File: config.mk
export PLATFORM = sky130hd
export DESIGN_NAME = rv_csr_cnt_ctrl_flat
export DESIGN_NICKNAME = d
export VERILOG_FILES = /design/src/rtl/rv_csr_cnt_ctrl_if.sv /design/src/rtl/rv_csr_cnt_ctrl.sv /design/src/flat_wrapper.sv
export SDC_FILE = /design/constraint.sdc
export NUM_CORES = 1
export LEC_CHECK = 0
export ABC_AREA = 1
export BUFFER_PORTS_ARGS = -buffer_cell sky130_fd_sc_hd__buf_2
export CORE_MARGIN = 10
export CORE_UTILIZATION = 50
export DETAILED_ROUTE_END_ITERATION = 16
export PLACE_DENSITY = 0.68
export SLEW_MARGIN = 10
export SYNTH_ARGS = -nofsm -noshare
export SYNTH_HDL_FRONTEND = slang
export SYNTH_SLANG_ARGS = --single-unit
File: constraint.sdc
create_clock -name i_clk -period 2.39 [get_ports i_clk]
set_clock_uncertainty 0.15 [all_clocks]
set_input_delay 0.239 -clock i_clk [delete_from_list [all_inputs] [get_ports i_clk]]
set_output_delay 0.239 -clock i_clk [all_outputs]
set_load 0.005 [all_outputs]
File: src/rtl/rv_csr_cnt_ctrl_if.sv
// rtl/rv_csr_cnt_ctrl_if.sv - two-port CSR request/response bundle for the counter controller
interface rv_csr_cnt_ctrl_if;
   logic [1:0]  i_req_valid;
   logic [1:0]  i_req_write;
   logic [7:0]  i_req_idx0;
   logic [7:0]  i_req_idx1;
   logic [31:0] i_req_wdata0;
   logic [31:0] i_req_wdata1;
   logic [1:0]  o_req_ready;
   logic        o_rsp_valid;
   logic        o_rsp_port;
   logic [31:0] o_rsp_data;
   logic        o_rsp_err;

   modport master (
      output i_req_valid, i_req_write, i_req_idx0, i_req_idx1, i_req_wdata0, i_req_wdata1,
      input  o_req_ready, o_rsp_valid, o_rsp_port, o_rsp_data, o_rsp_err
   );

   modport slave (
      input  i_req_valid, i_req_write, i_req_idx0, i_req_idx1, i_req_wdata0, i_req_wdata1,
      output o_req_ready, o_rsp_valid, o_rsp_port, o_rsp_data, o_rsp_err
   );
endinterface

File: src/rtl/rv_csr_cnt_ctrl.sv
// rtl/rv_csr_cnt_ctrl.sv - Zicntr cycle/instret counters and mcountinhibit with two-port arbitration
module rv_csr_cnt_ctrl #(
   parameter int unsigned STARVE_LIMIT = 4
) (
   input  logic                 i_clk,
   input  logic                 i_reset_n,
   input  logic                 i_instruction_executed,
   rv_csr_cnt_ctrl_if.slave     bus,
   output logic [2:0]           o_inhibit
);
   localparam logic [3:0] STARVE_MAX = 4'(STARVE_LIMIT);

   logic [63:0] cycle_q;
   logic [63:0] instret_q;
   logic [1:0]  inh_q;
   logic [3:0]  starve_q;

   logic        grant0;
   logic        grant1;
   logic        accept;
   logic        sel_write;
   logic [7:0]  sel_idx;
   logic [31:0] sel_wdata;
   logic [31:0] rd_data;
   logic        err;
   logic        wr_cyc_lo;
   logic        wr_cyc_hi;
   logic        wr_ir_lo;
   logic        wr_ir_hi;
   logic        wr_inh;

   always_comb begin
      grant1    = bus.i_req_valid[1] & (~bus.i_req_valid[0] | (starve_q == STARVE_MAX));
      grant0    = bus.i_req_valid[0] & ~grant1;
      accept    = grant0 | grant1;
      sel_write = grant1 ? bus.i_req_write[1] : bus.i_req_write[0];
      sel_idx   = grant1 ? bus.i_req_idx1 : bus.i_req_idx0;
      sel_wdata = grant1 ? bus.i_req_wdata1 : bus.i_req_wdata0;
   end

   assign bus.o_req_ready = {grant1, grant0};
   assign o_inhibit       = {inh_q[1], 1'b0, inh_q[0]};

   // Write strobes are raw decode; they only take effect when qualified by accept.
   always_comb begin
      rd_data   = '0;
      err       = 1'b0;
      wr_cyc_lo = 1'b0;
      wr_cyc_hi = 1'b0;
      wr_ir_lo  = 1'b0;
      wr_ir_hi  = 1'b0;
      wr_inh    = 1'b0;
      case (sel_idx)
         8'h00: begin rd_data = cycle_q[31:0];    wr_cyc_lo = sel_write; end
         8'h80: begin rd_data = cycle_q[63:32];   wr_cyc_hi = sel_write; end
         8'h01: begin rd_data = cycle_q[31:0];    err = sel_write;       end
         8'h81: begin rd_data = cycle_q[63:32];   err = sel_write;       end
         8'h02: begin rd_data = instret_q[31:0];  wr_ir_lo = sel_write;  end
         8'h82: begin rd_data = instret_q[63:32]; wr_ir_hi = sel_write;  end
         8'h20: begin rd_data = {29'd0, inh_q[1], 1'b0, inh_q[0]}; wr_inh = sel_write; end
         default: err = 1'b1;
      endcase
   end

   always_ff @(posedge i_clk or negedge i_reset_n) begin
      if (!i_reset_n) begin
         starve_q <= '0;
      end else if (grant1 | ~bus.i_req_valid[1]) begin
         starve_q <= '0;
      end else if (grant0) begin
         starve_q <= starve_q + 4'd1;
      end
   end

   // A software write to a half replaces only that half and drops the same-cycle increment.
   always_ff @(posedge i_clk or negedge i_reset_n) begin
      if (!i_reset_n) begin
         cycle_q   <= '0;
         instret_q <= '0;
         inh_q     <= '0;
      end else begin
         if (accept & wr_cyc_lo)
            cycle_q <= {cycle_q[63:32], sel_wdata};
         else if (accept & wr_cyc_hi)
            cycle_q <= {sel_wdata, cycle_q[31:0]};
         else if (!inh_q[0])
            cycle_q <= cycle_q + 64'd1;

         if (accept & wr_ir_lo)
            instret_q <= {instret_q[63:32], sel_wdata};
         else if (accept & wr_ir_hi)
            instret_q <= {sel_wdata, instret_q[31:0]};
         else if (i_instruction_executed & ~inh_q[1])
            instret_q <= instret_q + 64'd1;

         if (accept & wr_inh)
            inh_q <= {sel_wdata[2], sel_wdata[0]};
      end
   end

   always_ff @(posedge i_clk or negedge i_reset_n) begin
      if (!i_reset_n) begin
         bus.o_rsp_valid <= 1'b0;
         bus.o_rsp_port  <= 1'b0;
         bus.o_rsp_data  <= '0;
         bus.o_rsp_err   <= 1'b0;
      end else begin
         bus.o_rsp_valid <= accept;
         bus.o_rsp_port  <= grant1;
         bus.o_rsp_data  <= (accept & ~sel_write & ~err) ? rd_data : 32'd0;
         bus.o_rsp_err   <= accept & err;
      end
   end
endmodule
File: src/flat_wrapper.sv
// flat-port wrapper written by rule: the top's interface ports become plain ports
module rv_csr_cnt_ctrl_flat 
#(
   parameter int unsigned STARVE_LIMIT = 4
)
  (i_clk, i_reset_n, i_instruction_executed, o_inhibit, bus_i_req_valid, bus_i_req_write, bus_i_req_idx0, bus_i_req_idx1, bus_i_req_wdata0, bus_i_req_wdata1, bus_o_req_ready, bus_o_rsp_valid, bus_o_rsp_port, bus_o_rsp_data, bus_o_rsp_err);
  rv_csr_cnt_ctrl_if bus_i ();
  input  logic i_clk;
  input  logic i_reset_n;
  input  logic i_instruction_executed;
  output logic [2:0] o_inhibit;
  input wire logic [$bits(bus_i.i_req_valid)-1:0] bus_i_req_valid;
  input wire logic [$bits(bus_i.i_req_write)-1:0] bus_i_req_write;
  input wire logic [$bits(bus_i.i_req_idx0)-1:0] bus_i_req_idx0;
  input wire logic [$bits(bus_i.i_req_idx1)-1:0] bus_i_req_idx1;
  input wire logic [$bits(bus_i.i_req_wdata0)-1:0] bus_i_req_wdata0;
  input wire logic [$bits(bus_i.i_req_wdata1)-1:0] bus_i_req_wdata1;
  output wire logic [$bits(bus_i.o_req_ready)-1:0] bus_o_req_ready;
  output wire logic [$bits(bus_i.o_rsp_valid)-1:0] bus_o_rsp_valid;
  output wire logic [$bits(bus_i.o_rsp_port)-1:0] bus_o_rsp_port;
  output wire logic [$bits(bus_i.o_rsp_data)-1:0] bus_o_rsp_data;
  output wire logic [$bits(bus_i.o_rsp_err)-1:0] bus_o_rsp_err;
  assign bus_i.i_req_valid = bus_i_req_valid;
  assign bus_i.i_req_write = bus_i_req_write;
  assign bus_i.i_req_idx0 = bus_i_req_idx0;
  assign bus_i.i_req_idx1 = bus_i_req_idx1;
  assign bus_i.i_req_wdata0 = bus_i_req_wdata0;
  assign bus_i.i_req_wdata1 = bus_i_req_wdata1;
  assign bus_o_req_ready = bus_i.o_req_ready;
  assign bus_o_rsp_valid = bus_i.o_rsp_valid;
  assign bus_o_rsp_port = bus_i.o_rsp_port;
  assign bus_o_rsp_data = bus_i.o_rsp_data;
  assign bus_o_rsp_err = bus_i.o_rsp_err;
  rv_csr_cnt_ctrl #(.STARVE_LIMIT(STARVE_LIMIT)) u_core (.i_clk(i_clk), .i_reset_n(i_reset_n), .i_instruction_executed(i_instruction_executed), .bus(bus_i), .o_inhibit(o_inhibit));
endmodule
==> results.json <==
{
  "synth_area_leaders": "dfrtp_1 33%, nand2_1 24%, nor2_1 10%",
  "post_route_cells_drive_above_1_share": 0.218,
  "firstDrtPassIters": 7,
  "cp_slowest_stage_delay_ns": 0.39,
  "drc": 0,
  "cp_data_arrival_time_ns": 2.76,
  "vias": 16248,
  "maxSlewHeadroom": 0.493,
  "yosysUniqueCellTypes": 35,
  "io_buffers": 125,
  "num_io_pins": 127,
  "power_density_mw_per_mm2": 591,
  "netlist.area_leader.share": 0.326,
  "cts-root-buf": "clkbuf_16",
  "synth.avg_cell_area_sq_um": 6.14,
  "p_total_mw": 10.3,
  "swShare": 0.401,
  "worstPathRequired_ns": 2.57,
  "wire_per_inst_um": 23.0,
  "fin_cells": 2736,
  "final_core_util": 0.685,
  "synthAdderAreaFrac": 0.00386,
  "rsz0062_at_grt": "yes",
  "fmax_ghz": 0.388,
  "synth-compound-area-share": 0.0458,
  "clk_pin_slew_ns": 0.08,
  "switching_power_mw": 4.12,
  "grt_max_degree": 61,
  "clock_path_buffers": 2,
  "drv_slew": 0,
  "die_area_sq_mm": 0.0328,
  "wl_um": 63000,
  "grt_overflow_total": 0,
  "dpl_cell_area_sq_mm": 0.0150,
  "worstRegToRegCells": 17,
  "synthesis.nets": 2204,
  "muxShareOfSynthArea": 0.00232,
  "clock_latency_ns": 0.46,
  "synthXorXnorAreaFrac": 0.0790,
  "status": "finished, violations left",
  "combPwrFrac": 0.295,
  "critical_path_class": "flip-flop to flip-flop",
  "fin_ws_ns": -0.189,
  "tritoncts": "yes",
  "worst_pin_slew_ns": 0.752,
  "path_cells": "inv_2, ha_4, nand3_4, nand2_8, buf_6, nand3b_1, nand2_2, nand2_4, nor2_4, buf_6, buf_4, nand2_8, nand2_8, nand2_8, clkbuf_16, nand2_1, o21ai_0",
  "synthSimpleGateAreaFrac": 0.466,
  "hp-start": "bus_i_req_valid[0]",
  "antennaDiodeCount": 0,
  "design.core.area_sq_mm": 0.0253,
  "htree_levels": 4,
  "r2r_start": "u_core.starve_q[1]",
  "grt_pass1_vias": 14917,
  "ant_nets": 0,
  "gp_congestion": 1.00,
  "path_common_cell": "nand2_8",
  "yosysSeqAreaShare": 0.326,
  "die_h_um": 181,
  "grt_pass1_wl_um": 87600,
  "antenna_found_initial": 0,
  "placedCellCount": 2648,
  "rr_endpoint": "u_core.cycle_q[39]",
  "timing.final.hold_violations": 0,
  "critPathMaxFanout": 7,
  "maxCapViolCount": 0,
  "nets": 2485,
  "synth_cells": 2113,
  "cp-end-kind": "flip-flop",
  "p_leak_nw": 8.36,
  "min_period_ns": 2.58,
  "grt_use_total": 0.344,
  "period_share": 1.08,
  "rows": 58,
  "synth_top_family_by_area": "simple AND/OR/NAND/NOR gates",
  "cts.sinks": 169,
  "r2r_slack_ns": -0.19,
  "startpoint_type": "flip-flop",
  "area_delta_synth_final_pct": 33.8,
  "holdCritPathClass": "primary input to flip-flop",
  "setup_violations": 159,
  "violations": "setup timing",
  "intPower_mw": 6.14,
  "whs_path_depth": 3,
  "crit_slowest_cell": "dfrtp_1",
  "initial_core_util": 0.512,
  "netlist_area_sq_mm": 0.0130,
  "synth_seq_cells": 169,
  "peakVddDrop_mv": 0.611,
  "ys_warn_count": 0,
  "drt_iter0_markers": 2635,
  "die_w_um": 181,
  "synth_top_cell_by_area": "dfrtp_1",
  "viasPerCell": 5.94,
  "fillers": 2179,
  "dp_hpwl_um": 45800,
  "design_area_sq_mm": 0.0173,
  "cts_buffers": 17,
  "power_frac_clock": 0.288,
  "whs_endpoint": "u_core.bus.o_rsp_valid",
  "seq_power_share": 0.417
}
[what timing repair did]
item	4_1_cts	5_1_grt
hold endpoints to repair	55	0
gates cloned	7	25
buffers inserted	17	8
pin swaps	12	45
hold buffers	2	0
setup endpoints to repair	161	162
gates resized for setup	60	190
[kinds of logic (layout without fill, tap and decap cells)]
logic type / after synthesis / in the layout
adders and majority gates: 4 / 4
DFF: 169 / 169
other: 1 / 1
xor gates and xnor gates: 117 / 117
and+or+nand+nor: 1473 / 1476
muxes: 3 / 3
buffers and inverters: 230 / 520
AOI/OAI and AO/OA: 116 / 116
[flip-flops by register name (all words and copies together) (netlist names)]
signal                  flops
u_core.instret_q           64
u_core.inh_q                2
u_core.starve_q             4
u_core.bus.o_rsp_data      32
u_core.bus.o_rsp_valid      1
u_core.bus.o_rsp_port       1
u_core.cycle_q             64
u_core.bus.o_rsp_err        1
[per-stage QoR]
step                      hold WS [ns]  setup slack (ns)  TNS, ns
after floorplan                 -0.207           0.00971        0
after global routing             0.170            -0.286   -33.69
after CTS                       0.0830           -0.0906    -5.26
after detailed placement         0.116            -0.186   -16.23
final                            0.141            -0.189   -19.34
after global placement           0.110            -0.133    -6.00
[cells in the final DEF (no fill, tap or decap), types with 4 or more instances in the layout]
cell | netlist | final
o21ai_0 | 69 | 50
nand2_4 | 0 | 19
nand3_1 | 207 | 203
clkbuf_16 | 0 | 35
inv_2 | 2 | 5
nand2_1 | 828 | 773
inv_1 | 144 | 139
nor2_2 | 6 | 10
buf_2 | 36 | 125
nand4_1 | 28 | 28
xor2_1 | 52 | 52
inv_6 | 0 | 4
buf_12 | 0 | 31
nand3b_1 | 5 | 5
xnor2_1 | 65 | 65
buf_6 | 4 | 26
or2_2 | 22 | 22
nor3_1 | 12 | 12
o21ai_2 | 0 | 14
nand2_8 | 0 | 7
buf_4 | 14 | 128
o21ai_1 | 44 | 49
nor2_1 | 345 | 321
nand2_2 | 9 | 40
dfrtp_1 | 169 | 169
nor2_4 | 4 | 25
buf_8 | 0 | 7
[worst max-delay path by stage]
| stage | start | to | slack [ns] | cells after the start |
|---|---|---|---|---|
| finish | u_core.starve_q[1] | u_core.cycle_q[39] | -0.19 | 17 |
| global route | u_core.starve_q[1] | u_core.cycle_q[50] | -0.29 | 17 |
| CTS | u_core.starve_q[0] | u_core.instret_q[16] | -0.09 | 16 |
| detailed placement | u_core.starve_q[0] | u_core.cycle_q[37] | -0.19 | 14 |
| global placement | u_core.starve_q[0] | u_core.cycle_q[9] | -0.13 | 10 |
| floorplan | u_core.starve_q[0] | u_core.instret_q[46] | 0.01 | 15 |
[critical path: cells and delay by family, from the launching register on]
kind / cells / cell delay, ns
buffers and inverters: 5 / 0.67
AOI/OAI and AO/OA: 1 / 0.07
adders and majority gates: 1 / 0.14
DFF: 1 / 0.39
and+or+nand+nor: 10 / 1.01
[routing by layer]
layer,global-route usage,part of all wire
met1,0.450,0.39
met2,0.527,0.42
met3,0.0845,0.13
met4,0.156,0.061
met5,0,0
[cells in the mapped netlist]
library cell / n
xor2_1: 52
a21oi_1: 1
or2_2: 22
a21oi_4: 1
buf_4: 14
dfrtp_1: 169
ha_1: 4
and2_0: 1
clkinv_1: 2
and2_1: 3
nor3_1: 12
xnor2_1: 65
inv_4: 1
o211ai_1: 1
conb_1: 1
inv_1: 144
buf_6: 4
nor3b_1: 1
nand3_2: 2
nand4_1: 28
nand2_2: 9
buf_2: 36
nor2_4: 4
clkbuf_2: 3
clkbuf_1: 19
nand3b_1: 5
o21ai_0: 69
nor2_2: 6
mux2i_1: 3
nand2_1: 828
nand3_1: 207
buf_1: 5
inv_2: 2
o21ai_1: 44
nor2_1: 345
[power groups by stage]
stage	sequential (mW)	clock, mW	combinational, mW
floorplan	3.87	0	1.72
global placement	4.21	0	2.56
detailed placement	4.22	0	2.64
CTS	4.18	2.93	2.70
global route	4.27	3.05	3.30
finish	4.28	2.95	3.03
[final cells by class]
type,instances,area (sq um),area share
Clock inverter,13,160,0.00923
Inverter,149,579,0.0334
Multi-Input combinational cell,1717,8370,0.482
Timing Repair Buffer,340,3160,0.182
Tap cell,330,413,0.0238
Clock buffer,18,439,0.0253
Sequential cell,169,4230,0.244
No activity file was read; power rests on OpenSTA's default activity.
